===== src/rtl/sd_adder_pipe.sv =====
// sd_adder_pipe: 2-stage pipelined signed-digit adder with valid/ready flow control,
// illegal-digit detection and two's-complement conversion of each result.
module sd_adder_pipe #(
    parameter int NDIG  = 4,
    parameter int CNT_W = 8
) (
    input  logic              clk,
    input  logic              rst,
    input  logic              in_valid,
    output logic              in_ready,
    input  logic [2*NDIG-1:0] in_a,
    input  logic [2*NDIG-1:0] in_b,
    input  logic              in_cin,
    output logic              out_valid,
    input  logic              out_ready,
    output logic [2*NDIG-1:0] out_sum,
    output logic [1:0]        out_cout,
    output logic [NDIG+1:0]   out_value,
    output logic              out_err,
    input  logic              err_clr,
    output logic [CNT_W-1:0]  err_cnt
);
    logic [NDIG-1:0]   neg, bad, p;
    logic [2*NDIG-1:0] t_d, w_d, t_q, w_q, tc, s;
    logic [NDIG+1:0]   value;
    logic              a_valid, b_valid, cin_q, err_q, b_adv, in_fire;

    assign b_adv     = !b_valid || out_ready;
    assign in_ready  = !a_valid || b_adv;
    assign in_fire   = in_valid && in_ready;
    assign out_valid = b_valid;
    assign p         = {neg[NDIG-2:0], 1'b0};
    // incoming transfer into digit i: t_{i-1}, with the carry-in at digit 0
    assign tc        = {t_q[2*NDIG-3:0], 1'b0, cin_q};

    // digit codes are 2-bit two's complement, so sign-extended adds give z directly
    for (genvar g = 0; g < NDIG; g++) begin : g_dig
        logic [2:0] z;
        assign neg[g] = in_a[2*g+:2] == 2'b11 || in_b[2*g+:2] == 2'b11;
        assign bad[g] = in_a[2*g+:2] == 2'b10 || in_b[2*g+:2] == 2'b10;
        assign z = {in_a[2*g+1], in_a[2*g+:2]} + {in_b[2*g+1], in_b[2*g+:2]};
        assign t_d[2*g+:2] = (z == 3'b010 || (z == 3'b001 && !p[g])) ? 2'b01 :
                             (z == 3'b110 || (z == 3'b111 && p[g])) ? 2'b11 : 2'b00;
        assign w_d[2*g+:2] = (z == 3'b001 || z == 3'b111) ? (p[g] ? 2'b01 : 2'b11) : 2'b00;
        assign s[2*g+:2] = w_q[2*g+:2] + tc[2*g+:2];
    end

    always_comb begin
        value = {{NDIG{t_q[2*NDIG-1]}}, t_q[2*NDIG-1-:2]} << NDIG;
        for (int i = 0; i < NDIG; i++)
            value = value + ({{NDIG{s[2*i+1]}}, s[2*i+:2]} << i);
    end

    always_ff @(posedge clk) begin
        if (rst) begin
            a_valid   <= 1'b0;
            b_valid   <= 1'b0;
            t_q       <= '0;
            w_q       <= '0;
            cin_q     <= 1'b0;
            err_q     <= 1'b0;
            out_sum   <= '0;
            out_cout  <= '0;
            out_value <= '0;
            out_err   <= 1'b0;
            err_cnt   <= '0;
        end else begin
            if (in_fire) begin
                t_q   <= t_d;
                w_q   <= w_d;
                cin_q <= in_cin;
                err_q <= |bad;
            end
            a_valid <= in_fire || (a_valid && !b_adv);
            if (b_adv)
                b_valid <= a_valid;
            if (b_adv && a_valid) begin
                out_sum   <= err_q ? '0 : s;
                out_cout  <= err_q ? '0 : t_q[2*NDIG-1-:2];
                out_value <= err_q ? '0 : value;
                out_err   <= err_q;
            end
            if (err_clr)
                err_cnt <= '0;
            else if (in_fire && |bad && !(&err_cnt))
                err_cnt <= err_cnt + 1'b1;
        end
    end
endmodule


===== config.mk =====
export PLATFORM = sky130hd
export DESIGN_NAME = sd_adder_pipe
export DESIGN_NICKNAME = d
export VERILOG_FILES = /design/src/rtl/sd_adder_pipe.sv
export SDC_FILE = /design/constraint.sdc
export NUM_CORES = 1
export LEC_CHECK = 0
export BUFFER_PORTS_ARGS = -buffer_cell sky130_fd_sc_hd__buf_2
export CORE_MARGIN = 1.5
export CORE_UTILIZATION = 55
export DETAILED_ROUTE_END_ITERATION = 16
export PLACE_DENSITY_LB_ADDON = 0.12
export SLEW_MARGIN = 5
export SYNTH_ARGS = -nofsm -noshare
export SYNTH_HDL_FRONTEND = slang
export SYNTH_SLANG_ARGS = --single-unit

===== constraint.sdc =====
create_clock -name clk -period 5.1 [get_ports clk]
set_input_delay 0.255 -clock clk [delete_from_list [all_inputs] [get_ports clk]]
set_output_delay 0.255 -clock clk [all_outputs]
set_load 0.1 [all_outputs]

---- After elaboration in Yosys (flattened, before gate mapping) ----
Index checks and enable logic that the tools add are counted.
word-level totals
  logic and storage cells ................. 114
  output and inout bits ................... 27
  bits in registers ....................... 45
cells by class
  reductions and logical operators ........ 42
  $add $sub $neg .......................... 13
  muxes and demuxes ....................... 18
  equal/unequal tests ..................... 30
operators by type and width
  kind                 count
  $mux 2               16
  $eq 2x2->1 const B   14
  $add 6x6->6          4
  $eq 3x3->1 const B   8
  $logic_or 1x1->1     21
  $add 2x2->3          4
  $eq 3x1->1 const B   4
  $eq 3x2->1 const B   4
  $logic_and 1x1->1    11
  $add 8x1->8 const B  1
  $mux 8               1
  $reduce_and 8->1     1
  $logic_not 1->1      7
  $add 2x2->2          3
  $mux 6               1
  $reduce_or 4->1      1
  $add 2x1->2          1
  $reduce_or 2->1      1

---- Logic depth before layout (Yosys ltp) ----
Gate-level depths: netlist of the first run.
  word-level depth ........................ 6
  mapped depth ............................ 14

---- Worst setup path after synthesis of the first run ----
OpenSTA, ideal clock, no wires.
  kind .................................... register to register
  from .................................... reg t_q[0]
  to ...................................... reg out_value[5]
  path buffers ............................ 0
  setup time .............................. 0.132 ns
  arrival ................................. 3.423 ns
  path slack .............................. 1.545 ns
  cell stages (with the launch flop) ...... 13
  cells stage by stage .................... dfxtp_1 ha_1 xnor2_1 xnor2_1 fa_1 fa_1 fa_1 ha_1 xor2_1 xnor3_1 xnor3_1 nand2_1 a21oi_1
between the ends
  longest elaborated chain between the ends .. 5
ends and longest elaborated chain
  what                      line  RTL
  start: declaration        24    logic [2*NDIG-1:0] t_d, w_d, t_q, w_q, tc, s;
  start signal: assignment  69    t_q <= t_d;
  $add 2x2->2               45    assign s[2*g+:2] = w_q[2*g+:2] + tc[2*g+:2];
  $add 6x6->6 (3 in a row)  51    value = value + ({{NDIG{s[2*i+1]}}, s[2*i+:2]} << i);
  $mux 6                    80    out_value <= err_q ? '0 : value;
  end signal: assignment    80
  end: declaration          18    output logic [NDIG+1:0] out_value,
Every way passes these cells.
A chain may end at the register's enable or synchronous reset.

---- Final worst setup path of the first run ----
Ends and elaborated chain as after synthesis.

==> run_results.csv, run 1 <==
group,metric,value,unit
floorplan,ioPinCount,49,
yosys,post_synth_inst_count,275,
placement,globalplace.congestion,0.831,
yosys,netlist_top_cells_count,"dfxtp_1, a21oi_1, nor2_1",
floorplan,die_x,69.4,um
clock_tree,clock_latency,300,ps
setup_path,worstPathRequired,5330,ps
setup_path,worstSetupPathType,"flop to flop",
job,drv_cap,0,
route,dr.pass1.iters,4,
timing,slew_headroom,31.9,%
yosys,synth_top_cell_area_share,35.5,%
placement,pre_cts_slack,1290,ps
yosys,seq_area_frac_synth,35.5,%
route,initialDrtViolationCount,92,
yosys,avgSynthCellArea,8.82,um2
power,vdd_drop_max,0.000229,V
outcome,status,"finished clean",
hold_path,holdPathStages,3,
route,via_per_inst,5.54,
route,ant_nets,0,
power,leakage,1.25,nW
route,wire_per_inst,13.1,um
setup_path,cp.arrival,4040,ps
route,routed_wirelength,4.83,mm
final_layout,layout.nets,362,
yosys,synth_cell_types,39,
yosys,synth_nets,320,
final_layout,fin_area,2780,um2
setup_path,start_kind,"flop",
route,drc,0,
setup_path,reg2reg_depth,12,
timing,finalMaxSlewViolations,0,
yosys,synth_most_common_cell,"dfxtp_1",
yosys,synthAdderAreaFrac,15.0,%
global_routing,grt-ovfl-total,0,
yosys,ys_warn_count,0,
yosys,synth_area_leader_cell,"dfxtp_1",
global_routing,first_global_vias,1932,
hold_path,hold_path_class,"input port to flop",
setup_path,r2r-end,"out_value[5]",
floorplan,dieArea,4820,um2
yosys,synthMuxAreaShare,0.413,%
timing,skew,7.68,ps
yosys,synthSimpleGateAreaFrac,22.1,%
setup_path,r2r-start,"t_q[0]",
global_routing,grt_max_degree,37,
yosys,synth_flop_cell,"dfxtp_1",
setup_path,ff2ff_setup_slack,1280,ps
timing,clock.fmax,0.262,GHz
yosys,async_flop_share,0,%
setup_path,end_kind,"flop",
power,p_per_area,317,nW/um2
timing,report.final.hold_viol_count,0,
clock_tree,clock_tree.root_cell,"clkbuf_8",
clock_tree,postCtsHoldBufs,0,
placement,post-dp-hpwl,3.59,mm
setup_path,crit_fanout,4,
timing,fin_crit,3820,ps
power,p_total,0.000884,W
floorplan,die_h,69.4,um
clock_tree,numCtsBuffers,5,
timing,rsz0062_at_grt,"false",
timing,layout_setup_ws,1280,ps
yosys,synth-edff-count,0,
yosys,synth-compound-area-share,13.7,%
yosys,synth_xor_area_share,7.43,%
final_layout,drive_above_1_share,19.2,%
yosys,syn_area,2430,um2
clock_tree,post_cts_buffers,0,
floorplan,initial_utilization,59.0,%
clock_tree,clock-sinks,43,
clock_tree,tritoncts,"yes",
yosys,ys_ff_latch,43,
timing,setup_viol,0,
yosys,synth_top_family_by_area,"simple AND/OR/NAND/NOR gates",
timing,setup_tns,0,ps
clock_tree,clk_pin_slew,90,ps
yosys,synthTopCellsByArea,"dfxtp_1, fa_1, a21oi_1",
final_layout,syn_to_final_growth,14.7,%
final_layout,n_antenna_cell,0,
global_routing,grt_pass1_wl,8.36,mm
global_routing,groute.usage.overall,21.0,%
timing,tightest_slew,1020,ps
timing,timing.final.crit_share,74.8,%
clock_tree,cts.path.max_buffers,2,
placement,placed_area,2670,um2
placement,port_buffers,48,
floorplan,core_region_area,4120,um2
hold_path,hold_path_end,"cin_q",
floorplan,rows,23,
clock_tree,htree_levels,2,
hold_path,min-delay-start,"in_cin",
global_routing,antenna_found_initial,0,
route,via_count,2038,
clock_tree,ctsResizeCount,0,
==> stage by stage <==
stage	cells	hold WS, ps	utilization, %
after floorplan	275	384	-
after global placement	360	441	64.9
after detailed placement	360	447	64.9
after CTS	368	181	67.6
after global routing	368	188	67.6
final	368	187	67.6
==> flip-flops by register name, indices dropped and copies added (netlist names) <==
register   flops
cin_q          1
err_cnt        8
out_value      5
out_err        1
out_sum        8
err_q          1
out_valid      1
t_q            8
out_cout       2
a_valid        1
w_q            7
==> cells by family (layout without fill, tap and decap cells) <==
family | count (synthesis) | after routing
XOR/XNOR | 14 | 14
AO/OA/AOI/OAI | 56 | 56
buffers and inverters | 35 | 78
AND/OR/NAND/NOR | 103 | 103
flip-flops | 43 | 43
adder cells (fa/ha/maj) | 23 | 23
multiplexers | 1 | 1
==> metal layers <==
layer / global-route usage, % / wire [um] / up-vias
li1: - / - / 1029
met1: 26.7 / 2210 / 954
met2: 36.2 / 2340 / 48
met3: 4.80 / 221 / 7
met4: 5.01 / 55 / 0
met5: 0 / 0 / -
==> final cells by class <==
| class | instances | area [um2] |
|---|---|---|
| multi-input combinational | 197 | 1430 |
| fill | 377 | 1330 |
| sequential | 43 | 861 |
| timing repair buffer | 48 | 240 |
| inverter | 22 | 82.6 |
| clock buffer | 5 | 68.8 |
| tap | 50 | 62.6 |
| clock inverter | 3 | 43.8 |
==> worst max path at each step <==
| stage | start | endpoint | cells after the start |
|---|---|---|---|
| after floorplan | t_q[0] | out_value[5] | 12 |
| after global placement | t_q[0] | out_value[5] | 12 |
| after detailed placement | t_q[0] | out_value[5] | 12 |
| after CTS | t_q[0] | out_value[5] | 12 |
| after global routing | t_q[0] | out_value[5] | 12 |
| final | t_q[0] | out_value[5] | 12 |
==> report_power, final <==
| group | leakage [nW] | switching [W] | internal, W |
|---|---|---|---|
| logic | 0.844 | 0.000156 | 0.0000922 |
| clock network | 0.0581 | 0.000124 | 0.000146 |
| registers | 0.350 | 0.0000126 | 0.000353 |
| total | 1.25 | 0.000293 | 0.000591 |
==> worst max-delay path: stages, from the launching register on <==
cell     delay, ps
dfxtp_1        330
ha_1           200
xnor2_1        130
xnor2_1        380
fa_1           520
fa_1           510
fa_1           560
ha_1           160
xor2_1         150
xnor3_1        410
xnor3_1        210
nand2_1         60
a21oi_1        130
==> layout by cell type, fill, tap and decap left out, types with 3 or more instances in the layout <==
master and instances:
nand4b_1 3, inv_1 22, ha_1 13, o31ai_1 4, nor3b_1 10, nand3_1 5, buf_2 48, or3_1 3
nor2_1 30, and3_1 4, xor2_1 5, dfxtp_1 43, xnor2_1 5, a21oi_1 34, a22oi_1 9, fa_1 10
nor3_1 14, clkbuf_8 5, nand2b_1 9, or4_1 3, nand2_1 17
No activity file was read; power rests on OpenSTA's default activity.
==> inputs of run 2 (changes only) <==
Settings changed: CORE_UTILIZATION 55 to 49.
Clock period 5.1 ns to 3.5 ns, I/O delays scaled along.
==> run_results.csv, run 2 (synthesis results as in run 1) <==
group,metric,value,unit
outcome,status,"finished clean",
setup_path,worstSetupPathType,"flop to flop",
timing,timing.final.crit_share,98.5,%
setup_path,end_kind,"flop",
floorplan,core_region_area,4750,um2
placement,post-dp-hpwl,3.61,mm
global_routing,antenna_found_initial,0,
timing,fin_crit,3450,ps
hold_path,min-delay-start,"in_cin",
route,via_count,2031,
clock_tree,numCtsBuffers,5,
route,top_layer,"met4",
clock_tree,clock-sinks,43,
power,leakage,1.26,nW
job,drv_cap,0,
timing,report.final.hold_viol_count,0,
placement,placed_cells,381,
power,vdd_drop_max,0.000245,V
final_layout,n_antenna_cell,0,
route,routed_wirelength,4.98,mm
clock_tree,cts.path.max_buffers,2,
final_layout,drive_above_1_share,23.2,%
timing,hold_slack,111,ps
power,p_total,0.00123,W
clock_tree,clock_tree.root_cell,"clkbuf_8",
power,p_per_area,430,nW/um2
floorplan,rows,25,
hold_path,hold_path_end,"cin_q",
floorplan,dieArea,5380,um2
timing,clock.fmax,0.290,GHz
global_routing,groute.usage.overall,20.0,%
route,drt-met1-wl,2.49,mm
setup_path,r2r-end,"out_value[5]",
clock_tree,htree_levels,2,
floorplan,initial_utilization,51.0,%
final_layout,syn_to_final_growth,17.7,%
timing,rsz0062_at_grt,"true",
hold_path,hold_path_class,"input port to flop",
setup_path,r2r-start,"t_q[0]",
route,drc,0,
final_layout,layout_common_cells,"buf_2, dfxtp_1, a21oi_1",
floorplan,die_h,73.4,um
setup_path,crit_fanout,4,
timing,slew_headroom,38.8,%
placement,globalplace.congestion,0.893,
timing,skew,14.1,ps
final_layout,layout.nets,367,
route,initialDrtViolationCount,85,
global_routing,grt-ovfl-total,0,
floorplan,ioPinCount,49,
clock_tree,clock_latency,300,ps
setup_path,ff2ff_setup_slack,50,ps
route,wire_per_inst,12.8,um
global_routing,grt_pass1_wl,8.43,mm
route,wl_met2,2.25,mm
final_layout,layout_commonest_cell,"buf_2",
setup_path,cp.arrival,3680,ps
placement,port_buffers,48,
floorplan,die_x,73.4,um
setup_path,start_kind,"flop",
hold_path,holdPathStages,3,
route,wl_met3,170,um
route,via_per_inst,5.21,
global_routing,grt_max_degree,37,
global_routing,first_global_vias,1835,
clock_tree,tritoncts,"yes",
route,dr.pass1.iters,4,
final_layout,nFillCells,445,
setup_path,worstPathRequired,3740,ps
final_layout,reg_top3,"err_cnt (8), out_sum (8), t_q (8)",
timing,setup_viol,0,
route,ant_nets,0,
timing,finalMaxSlewViolations,0,
final_layout,final_cells,390,
timing,tightest_slew,911,ps
clock_tree,clk_pin_slew,90,ps
setup_path,reg2reg_depth,12,
run 2: cell count changes in the layout (fill, tap and decap cells not counted), moves of 2 or more:
cell	before	now
dfxtp_2	0	2
xnor2_2	0	2
dfxtp_1	43	41
xnor2_1	5	3
buf_4	0	5
ha_1	13	11
run 2: worst max-delay path by stage:
stage,end,start,depth (start not counted),slack (ps)
floorplan,out_value[5],t_q[0],12,10
global placement,out_value[5],t_q[0],12,-70
detailed placement,out_value[5],t_q[0],12,-180
CTS,out_value[5],t_q[0],12,20
global route,out_value[5],t_q[0],12,-120
finish,out_value[5],t_q[0],12,50
run 2: worst max-delay path: stages, from the launching register on:
cell and delay, ps:
dfxtp_2 340, ha_4 160, xnor2_2 140, xnor2_2 270
fa_1 490, fa_1 470, fa_1 530, ha_2 170
xor2_1 160, xnor3_1 250, xnor3_1 240, nand2_2 60
a21oi_2 120
run 2: stage by stage:
stage / setup WS [ps] / TNS [ps] / cell area [um2] / util (%)
final: 52.8 / 0 / 2860 / 60.1
after global routing: -124 / -124 / 2860 / 60.1
after CTS: 15.0 / 0 / 2830 / 59.6
after detailed placement: -176 / -176 / 2730 / 57.4
after global placement: -74.7 / -74.7 / 2730 / 57.4
after floorplan: 10.9 / 0 / 2430 / -
run 2: repair_timing:
item / 4_1_cts / 5_1_grt
pin swaps: 6 / 2
gates resized for setup: 3 / 7
hold buffers: 0 / 0
setup endpoints to repair: 1 / 1
buffers inserted: 1 / 0
run 2: power by group:
part / switching (W) / internal [W] / total, W
clock: 0.000173 / 0.000140 / 0.000312
combinational: 0.000235 / 0.000148 / 0.000382
sequential: 0.0000201 / 0.000515 / 0.000535
run 2: area by class of cell:
type	count	area, um2	share of cell area (%)
multi-input cells	197	1460	51.2
flip-flops and latches	43	863	30.2
repair buffers	53	278	9.72
well taps	67	83.8	2.93
inverters	22	82.6	2.89
clock buffers	6	72.6	2.54
clock inverters	2	12.5	0.438
run 2: metal layers:
metal	up-vias	GRT usage (%)
met4	0	6.17
li1	1043	-
met3	6	3.84
met5	-	0
met2	39	32.0
met1	943	27.5
==> inputs of run 3 (changes only) <==
Settings changed: RECOVER_POWER set to 25.
==> run_results.csv, run 3 (synthesis results as in run 1) <==
group,metric,value,unit
timing,skew,13.7,ps
power,vdd_drop_max,0.000245,V
final_layout,nFillCells,443,
final_layout,n_antenna_cell,0,
placement,globalplace.congestion,0.893,
timing,setup_viol,0,
floorplan,ioPinCount,49,
timing,layout_setup_ws,54.1,ps
route,initialDrtViolationCount,90,
placement,port_buffers,48,
final_layout,layout_commonest_cell,"dfxtp_1",
final_layout,reg_top3,"err_cnt (8), out_sum (8), t_q (8)",
hold_path,hold_path_class,"input port to flop",
timing,tightest_slew,1180,ps
final_layout,seq_area,863,um2
floorplan,rows,25,
clock_tree,htree_levels,2,
clock_tree,clk_pin_slew,90,ps
power,switching_power,0.000427,W
floorplan,initial_utilization,51.0,%
global_routing,grt-ovfl-total,0,
clock_tree,numCtsBuffers,5,
floorplan,core_region_area,4750,um2
setup_path,worstPathRequired,3740,ps
hold_path,holdPathStages,3,
power,p_int,0.000799,W
timing,hold_slack,111,ps
setup_path,worstPathBufferInverterCount,0,
clock_tree,postCtsHoldBufs,0,
floorplan,die_h,73.4,um
final_layout,layout_common_cells,"dfxtp_1, a21oi_1, buf_2",
setup_path,start_kind,"flop",
global_routing,grt_max_degree,37,
final_layout,syn_to_final_growth,17.0,%
outcome,status,"finished clean",
setup_path,worstSetupPathType,"flop to flop",
timing,timing.final.crit_share,98.5,%
setup_path,crit_family,"adder cells",
route,ant_nets,0,
final_layout,drive_above_1_share,18.6,%
power,pwr-share-clk,25.5,%
final_layout,layout.nets,367,
placement,post-dp-hpwl,3.61,mm
route,via_per_inst,5.17,
floorplan,dieArea,5380,um2
placement,placed_cells,381,
setup_path,cp.depth,12,
clock_tree,clock-sinks,43,
route,dr.pass1.iters,4,
final_layout,final_cells,390,
setup_path,path_cells,"ha_4, xnor2_2, xnor2_2, fa_1, fa_1, fa_1, ha_2, xor2_1, xnor3_1, xnor3_1, nand2_2, a21oi_2",
clock_tree,tritoncts,"yes",
setup_path,crit_fanout,4,
route,via_count,2018,
route,routed_wirelength,4.96,mm
timing,clock.fmax,0.290,GHz
floorplan,die_x,73.4,um
timing,report.final.hold_viol_count,0,
power,p_per_area,432,nW/um2
setup_path,cp.arrival,3680,ps
global_routing,groute.usage.overall,20.0,%
timing,rsz0062_at_grt,"true",
power,p_sw_share,34.8,%
clock_tree,cts.path.max_buffers,2,
global_routing,first_global_vias,1835,
clock_tree,clock_latency,300,ps
setup_path,reg2reg_depth,12,
timing,fin_crit,3450,ps
setup_path,end_kind,"flop",
placement,placed_area,2730,um2
clock_tree,clock_tree.root_cell,"clkbuf_8",
setup_path,cp_slowest_cell,"fa_1",
route,wire_per_inst,12.7,um
final_layout,multi_input_area,1460,um2
power,p_seq_share,43.6,%
timing,finalMaxSlewViolations,0,
setup_path,cpPeakStageDelay,530,ps
timing,slew_headroom,21.9,%
global_routing,grt_pass1_wl,8.43,mm
final_layout,fin_area,2840,um2
route,drc,0,
placement,pre_cts_slack,-176,ps
power,leakage,1.20,nW
power,comb_power_share,30.9,%
setup_path,crit_top_cell,"fa_1",
timing,setup_tns,0,ps
job,drv_cap,0,
global_routing,antenna_found_initial,0,
## run 3: cell types whose count changed in the layout (fill, tap and decap cells not counted)
| cell | change |
|---|---|
| clkbuf_1 | +15 |
| buf_2 | -15 |
## run 3: worst paths after layout
| path | start | end | slack, ps |
|---|---|---|---|
| setup reg to reg | t_q[0] | out_value[5] | 50 |
| hold / removal | in_cin | cin_q | 110 |
| setup / recovery | t_q[0] | out_value[5] | 50 |
| hold reg to reg | cin_q | cin_q | 460 |
## run 3: metal layers
| layer | part of all wire [%] | GRT usage [%] | wire (um) | up-vias |
|---|---|---|---|---|
| met5 | 0 | 0 | 0 | - |
| met4 | 1.4 | 6.17 | 67 | 0 |
| met3 | 3.4 | 3.84 | 170 | 6 |
| met2 | 45 | 32.0 | 2240 | 41 |
| met1 | 50 | 27.5 | 2480 | 930 |
| li1 | - | - | - | 1041 |
## run 3: cell type report
cell class / count / share of cell area, %
inverters: 22 / 2.91
well taps: 67 / 2.95
clock inverters: 2 / 0.441
repair buffers: 53 / 9.13
flip-flops and latches: 43 / 30.4
clock buffers: 6 / 2.56
multi-input cells: 197 / 51.6
## run 3: repair_timing
action | 4_1_cts | 5_1_grt
pin swaps | 6 | 2
gates resized for setup | 3 | 7
buffers inserted | 1 | 0
endpoints found under the setup margin | 1 | 1
## run 3: through the flow
step,power [W],util [%]
5_1_grt,0.00131,59.7
6_report,0.00123,59.7
4_1_cts,0.00123,59.6
3_3_place_gp,0.000911,57.4
2_1_floorplan,0.000833,-
3_5_place_dp,0.000918,57.4
## run 3: power groups by stage
stage / sequential, W / combinational [W] / clock (W)
final: 0.000535 / 0.000379 / 0.000312
after detailed placement: 0.000545 / 0.000373 / 0
after CTS: 0.000534 / 0.000377 / 0.000322
after global routing: 0.000539 / 0.000424 / 0.000344
after global placement: 0.000544 / 0.000367 / 0
after floorplan: 0.000619 / 0.000214 / 0
## run 3: worst reg2reg max path: stages, from the launching register on
cell	delay, ps
dfxtp_2	340
ha_4	160
xnor2_2	140
xnor2_2	270
fa_1	490
fa_1	470
fa_1	530
ha_2	170
xor2_1	160
xnor3_1	250
xnor3_1	240
nand2_2	60
a21oi_2	120
